`config.mk`:
```
export PLATFORM = sky130hd
export DESIGN_NAME = serial_adder
export DESIGN_NICKNAME = d
export VERILOG_FILES = /design/src/rtl/serial_adder_pkg.sv /design/src/rtl/full_adder.sv /design/src/rtl/serial_adder.sv
export SDC_FILE = /design/constraint.sdc
export NUM_CORES = 1
export LEC_CHECK = 0
export CAP_MARGIN = 20
export CORE_ASPECT_RATIO = 1.75
export CORE_MARGIN = 2
export CORE_UTILIZATION = 47
export DETAILED_ROUTE_END_ITERATION = 16
export GPL_TIMING_DRIVEN = 0
export PLACE_DENSITY = 0.74
export SETUP_SLACK_MARGIN = 0.05
export SYNTH_ARGS = -nofsm -noshare
export SYNTH_HDL_FRONTEND = slang
export SYNTH_SLANG_ARGS = --single-unit
```
`constraint.sdc`:
```
create_clock -name clk -period 1.4 [get_ports clk]
set_input_delay 0.21 -clock clk [delete_from_list [all_inputs] [get_ports clk]]
set_output_delay 0.21 -clock clk [all_outputs]
set_load 0.02 [all_outputs]
```
`src/rtl/serial_adder_pkg.sv`:
```
// Shared definitions for the bit-serial adder.
//   state_t  : FSM state encoding (IDLE / RUN / DONE, 2 bits)
//   SA_WIDTH : default operand width
package serial_adder_pkg;

  typedef enum logic [1:0] {
    ST_IDLE = 2'd0,
    ST_RUN  = 2'd1,
    ST_DONE = 2'd2
  } state_t;

  localparam int SA_WIDTH = 8;

endpackage

```
`src/rtl/full_adder.sv`:
```
// Single-bit combinational full adder cell.
//   a, b, c_in : addend bits and carry-in
//   sum, c_out : sum bit and carry-out
module full_adder (
  input  logic a,
  input  logic b,
  input  logic c_in,
  output logic sum,
  output logic c_out
);

  always_comb begin
    sum   = a ^ b ^ c_in;
    c_out = (a & b) | (c_in & (a ^ b));
  end

endmodule

```
`src/rtl/serial_adder.sv`:
```
// Bit-serial WIDTH-bit adder: captures a, b, c_in on an accepted start,
// then feeds one bit per clock (LSB first) through a single full_adder.
//   clk, rst   : clock, asynchronous active-high reset
//   start      : begin an addition (sampled only while idle)
//   a, b, c_in : operands and carry-in, captured on the accepted start edge
//   sum, c_out : registered result, held until the next completion
//   busy       : high whenever an operation is in flight (RUN or DONE)
//   done       : one-cycle pulse when sum/c_out first show a new result
module serial_adder
  import serial_adder_pkg::*;
#(
  parameter int WIDTH = SA_WIDTH
) (
  input  logic             clk,
  input  logic             rst,
  input  logic             start,
  input  logic [WIDTH-1:0] a,
  input  logic [WIDTH-1:0] b,
  input  logic             c_in,
  output logic [WIDTH-1:0] sum,
  output logic             c_out,
  output logic             busy,
  output logic             done
);

  localparam int             CNT_W    = $clog2(WIDTH);
  localparam logic [CNT_W-1:0] CNT_LAST = CNT_W'(WIDTH - 1);

  state_t             state;
  state_t             state_nxt;
  logic [WIDTH-1:0]   a_sh;
  logic [WIDTH-1:0]   b_sh;
  // Only the upper WIDTH-1 partial-sum bits are kept; the final bit comes
  // straight from the slice on the completing edge.
  logic [WIDTH-2:0]   sum_sh;
  logic               carry;
  logic [CNT_W-1:0]   cnt;
  logic               fa_sum;
  logic               fa_c_out;
  logic               last;
  logic [WIDTH-1:0]   sum_nxt;

  full_adder u_slice (
    .a     (a_sh[0]),
    .b     (b_sh[0]),
    .c_in  (carry),
    .sum   (fa_sum),
    .c_out (fa_c_out)
  );

  always_comb begin
    last    = (cnt == CNT_LAST);
    sum_nxt = {fa_sum, sum_sh};
  end

  // State register
  always_ff @(posedge clk or posedge rst) begin
    if (rst) state <= ST_IDLE;
    else     state <= state_nxt;
  end

  // Next-state logic
  always_comb begin
    state_nxt = state;
    unique case (state)
      ST_IDLE: if (start) state_nxt = ST_RUN;
      ST_RUN:  if (last)  state_nxt = ST_DONE;
      ST_DONE:            state_nxt = ST_IDLE;
      default:            state_nxt = ST_IDLE;
    endcase
  end

  // Outputs decoded from state; done is high only during the single DONE cycle
  always_comb begin
    busy = (state != ST_IDLE);
    done = (state == ST_DONE);
  end

  // Datapath: shift registers, carry, counter and result registers
  always_ff @(posedge clk or posedge rst) begin
    if (rst) begin
      a_sh   <= '0;
      b_sh   <= '0;
      sum_sh <= '0;
      carry  <= 1'b0;
      cnt    <= '0;
      sum    <= '0;
      c_out  <= 1'b0;
    end else begin
      unique case (state)
        ST_IDLE: begin
          if (start) begin
            a_sh   <= a;
            b_sh   <= b;
            sum_sh <= '0;
            carry  <= c_in;
            cnt    <= '0;
          end
        end
        ST_RUN: begin
          a_sh   <= a_sh >> 1;
          b_sh   <= b_sh >> 1;
          sum_sh <= sum_nxt[WIDTH-1:1];
          carry  <= fa_c_out;
          if (last) begin
            sum   <= sum_nxt;
            c_out <= fa_c_out;
          end else begin
            cnt <= cnt + CNT_W'(1);
          end
        end
        default: ;
      endcase
    end
  end

endmodule

```
==> results.cfg <==
[detailed_routing]
route.met3.wl_um = 217
vias = 1412
wl_met1_mm = 1.59
vias_per_cell = 5.54
wl_per_cell_um = 16.8
ant_nets = 0
drt_pass1_iterations = 4
wl_met2_mm = 2.41
drc = 0
wirelength_mm = 4.29
top_layer_used = met4
drt_iter0_markers = 32

[pwr]
p_sw_mw = 2.02
intPower_mw = 3.64
clkPwrFrac_pct = 16.2
pwr-share-seq_pct = 34.1
power_density_mw_per_mm2 = 2080
vdd_ir_drop_max_v = 0.00143
p_sw_share_pct = 35.6
share_comb_of_total_power_pct = 49.8
power_leakage_nw = 1.26

[critical_path]
rr_startpoint = cnt[0]$_DFFE_PP0P_
required_ns = 1.58
path_depth = 5
critPathKind = reg2reg
path_cells = ha_2, ha_4, nand3b_1, buf_6, mux2_4
max_stage_delay_ns = 0.39
cp_max_fo = 5
reg2reg_setup_slack_ns = -0.08
r2r-end = sum[4]$_DFFE_PP0P_
critPathLaunchType = register
worstPathArrival_ns = 1.66
end_kind = register
path_buf_inv = 1
setup.worst_path.end = sum[4]$_DFFE_PP0P_
crit_slowest_cell = dfrtp_1
reg2reg_depth = 5
crit_family = flip-flops
startpoint = cnt[0]$_DFFE_PP0P_

[clock_tree]
tritoncts = yes
root_buffer = clkbuf_8
clk_pin_slew_worst_paths_ns = 0.07
htree_levels = 2
cts_sinks = 38
postCtsHoldBufs = 0
clock_latency_ns = 0.29
cts_buffers = 5
ctsLongestPathBuffers = 2

[synthesis]
syn_area_mm2 = 0.00190
yosys_register_bits = 38
synth_cell_types = 27
syn_inst = 153
syn_nets = 176
ys.warnings.count = 0
synth-seq-area-share_pct = 50.0
avgSynthCellArea_um2 = 12.4

[placement]
portBuffers = 29
dp_hpwl_mm = 2.83
place_inst = 230
gp_congestion = 0.809

[sta]
worst_pin_slew_ns = 0.779
final.min_clock_period_ns = 1.48
period_share_pct = 106
finalClockSkew_ns = 0.00648
finalHoldViolCount = 0
drv_slew = 0
final.setup.tns_ns = -0.738
rsz0062_at_grt = true
max_slew_margin_pct = 48.0
holdWs_ns = 0.275
setup-violations-final = 12
setup_slack_ns = -0.0814
fmax_mhz = 675

[global_routing]
antenna_found_initial = 0
grt_pass1_wl_mm = 7.06
grt_pass1_vias = 1524
grt_util_all_layers_pct = 20.9
grt_max_degree = 39
overflow = 0

[floorplan]
die_h_um = 88.2
coreArea_mm2 = 0.00387
die_w_um = 52.1
row_count = 30
io_pins = 31
die-area_mm2 = 0.00459
start_util_pct = 49.2

[finish]
n_fill_cell = 263
n_antenna_cell = 0
fin_util_pct = 70.6
stdcell_count = 255
seq_area_um2 = 952
areaGrowthSynthToFinish_pct = 43.4
multi_input_area_um2 = 952
drive_above_1_share_pct = 40.6
fin_nets = 229

[run]
cap_violations = 0

[min_path]
hold_path.class = in2reg

[status]
violations = setup timing
status = complete, but fails checks
-- tightest hold or removal path: stages --
cell and delay [ns]:
buf_2 0.18, nand2b_1 0.09, a21oi_1 0.06
-- cell usage in the layout (no fill, tap or decap), types with 8 or more instances in the layout --
cell	instances
nor4b_2	10
clkdlybuf4s50_1	18
buf_6	9
dfrtp_1	37
inv_1	17
a221oi_2	8
mux2_4	9
dlygate4sd2_1	9
nor2_1	12
buf_4	13
-- layer usage --
layer  GRT usage (%)  vias to the layer above
li1                -                      662
met5               0                        -
met2            36.5                       51
met1            24.4                      691
met4            8.37                        0
met3            4.27                        8
-- power groups by stage --
stage | clock network (mW) | registers (mW) | logic, mW
after floorplan | 0 | 2.02 | 1.54
after global placement | 0 | 1.92 | 2.21
after detailed placement | 0 | 1.96 | 2.33
after CTS | 0.935 | 1.91 | 2.49
after global routing | 0.980 | 1.99 | 3.07
final | 0.915 | 1.93 | 2.82
-- synthesized netlist by cell type --
cell type   n  area share, %
inv_1      19            3.8
a221oi_1    4            1.8
a211o_1     3            1.4
and3_1      3           0.99
a22o_1      7            3.2
nor2_1     13            2.6
a221oi_2    8            6.3
a32o_1      2            1.1
clkbuf_1    1           0.20
mux2_4      9            7.1
nor4b_1    13            6.0
nor4b_2     2            1.6
nor3b_1     2           0.79
buf_4       1           0.39
fa_1        1            1.1
nor2b_1     3           0.99
buf_6       5            3.0
nor4bb_1    2            1.1
dfrtp_1    38             50
a21oi_1     1           0.26
nand3b_1    1           0.39
a211oi_1    2           0.79
a222oi_1    1           0.53
o21bai_4    1           0.99
ha_1        2            1.3
nand2b_1    2           0.66
buf_2       7            1.8
-- registers in the layout, indices dropped and copies added, names as in the netlist --
signal  cells
cnt         3
c_out       1
state       2
b_sh        8
sum         8
a_sh        8
carry       1
sum_sh      7
-- kinds of logic (layout without fill, tap and decap cells) --
| logic type | count (synthesis) | count (layout) | synth area share [%] |
|---|---|---|---|
| AOI/OAI and AO/OA | 29 | 30 | 16.4 |
| adders and majority gates | 3 | 3 | 2.37 |
| buffers and inverters | 33 | 86 | 9.14 |
| DFF | 38 | 38 | 50.0 |
| muxes | 9 | 9 | 7.11 |
| and+or+nand+nor | 41 | 41 | 15.0 |
-- stage by stage --
stage	cell area (um^2)	power [mW]	setup WS (ns)
floorplan	1920	3.56	-0.00647
global placement	2270	4.13	-0.469
detailed placement	2270	4.29	-0.425
CTS	2500	5.33	-0.0868
global route	2730	6.04	-0.137
finish	2730	5.66	-0.0814
-- worst min path at each step --
stage	from	end	slack (ns)	depth (start not counted)
finish	start	state[0]$_DFFE_PP0P_	0.27	3
CTS	start	state[0]$_DFFE_PP0P_	0.26	3
global placement	b_sh[7]$_DFFE_PP0P_	b_sh[7]$_DFFE_PP0P_	0.48	1
floorplan	b[7]	b_sh[7]$_DFFE_PP0P_	0.38	1
global route	start	state[0]$_DFFE_PP0P_	0.30	3
detailed placement	a_sh[7]$_DFFE_PP0P_	a_sh[7]$_DFFE_PP0P_	0.49	1
-- layout make-up --
type	count	share of cell area [%]
plain buffers	14	5.32
clock buffers	5	2.52
clock inverters	3	1.47
inverters	19	2.61
multi-input cells	83	34.9
flip-flops and latches	38	34.9
well taps	48	2.20
repair buffers	45	16.1
-- timing repair --
item	in CTS	in global routing
setup endpoints to repair	22	28
pin swaps	4	2
hold endpoints to repair	0	0
gates cloned	1	1
buffers inserted	8	7
resized for setup	36	26
Power figures use the tool's default switching activity.
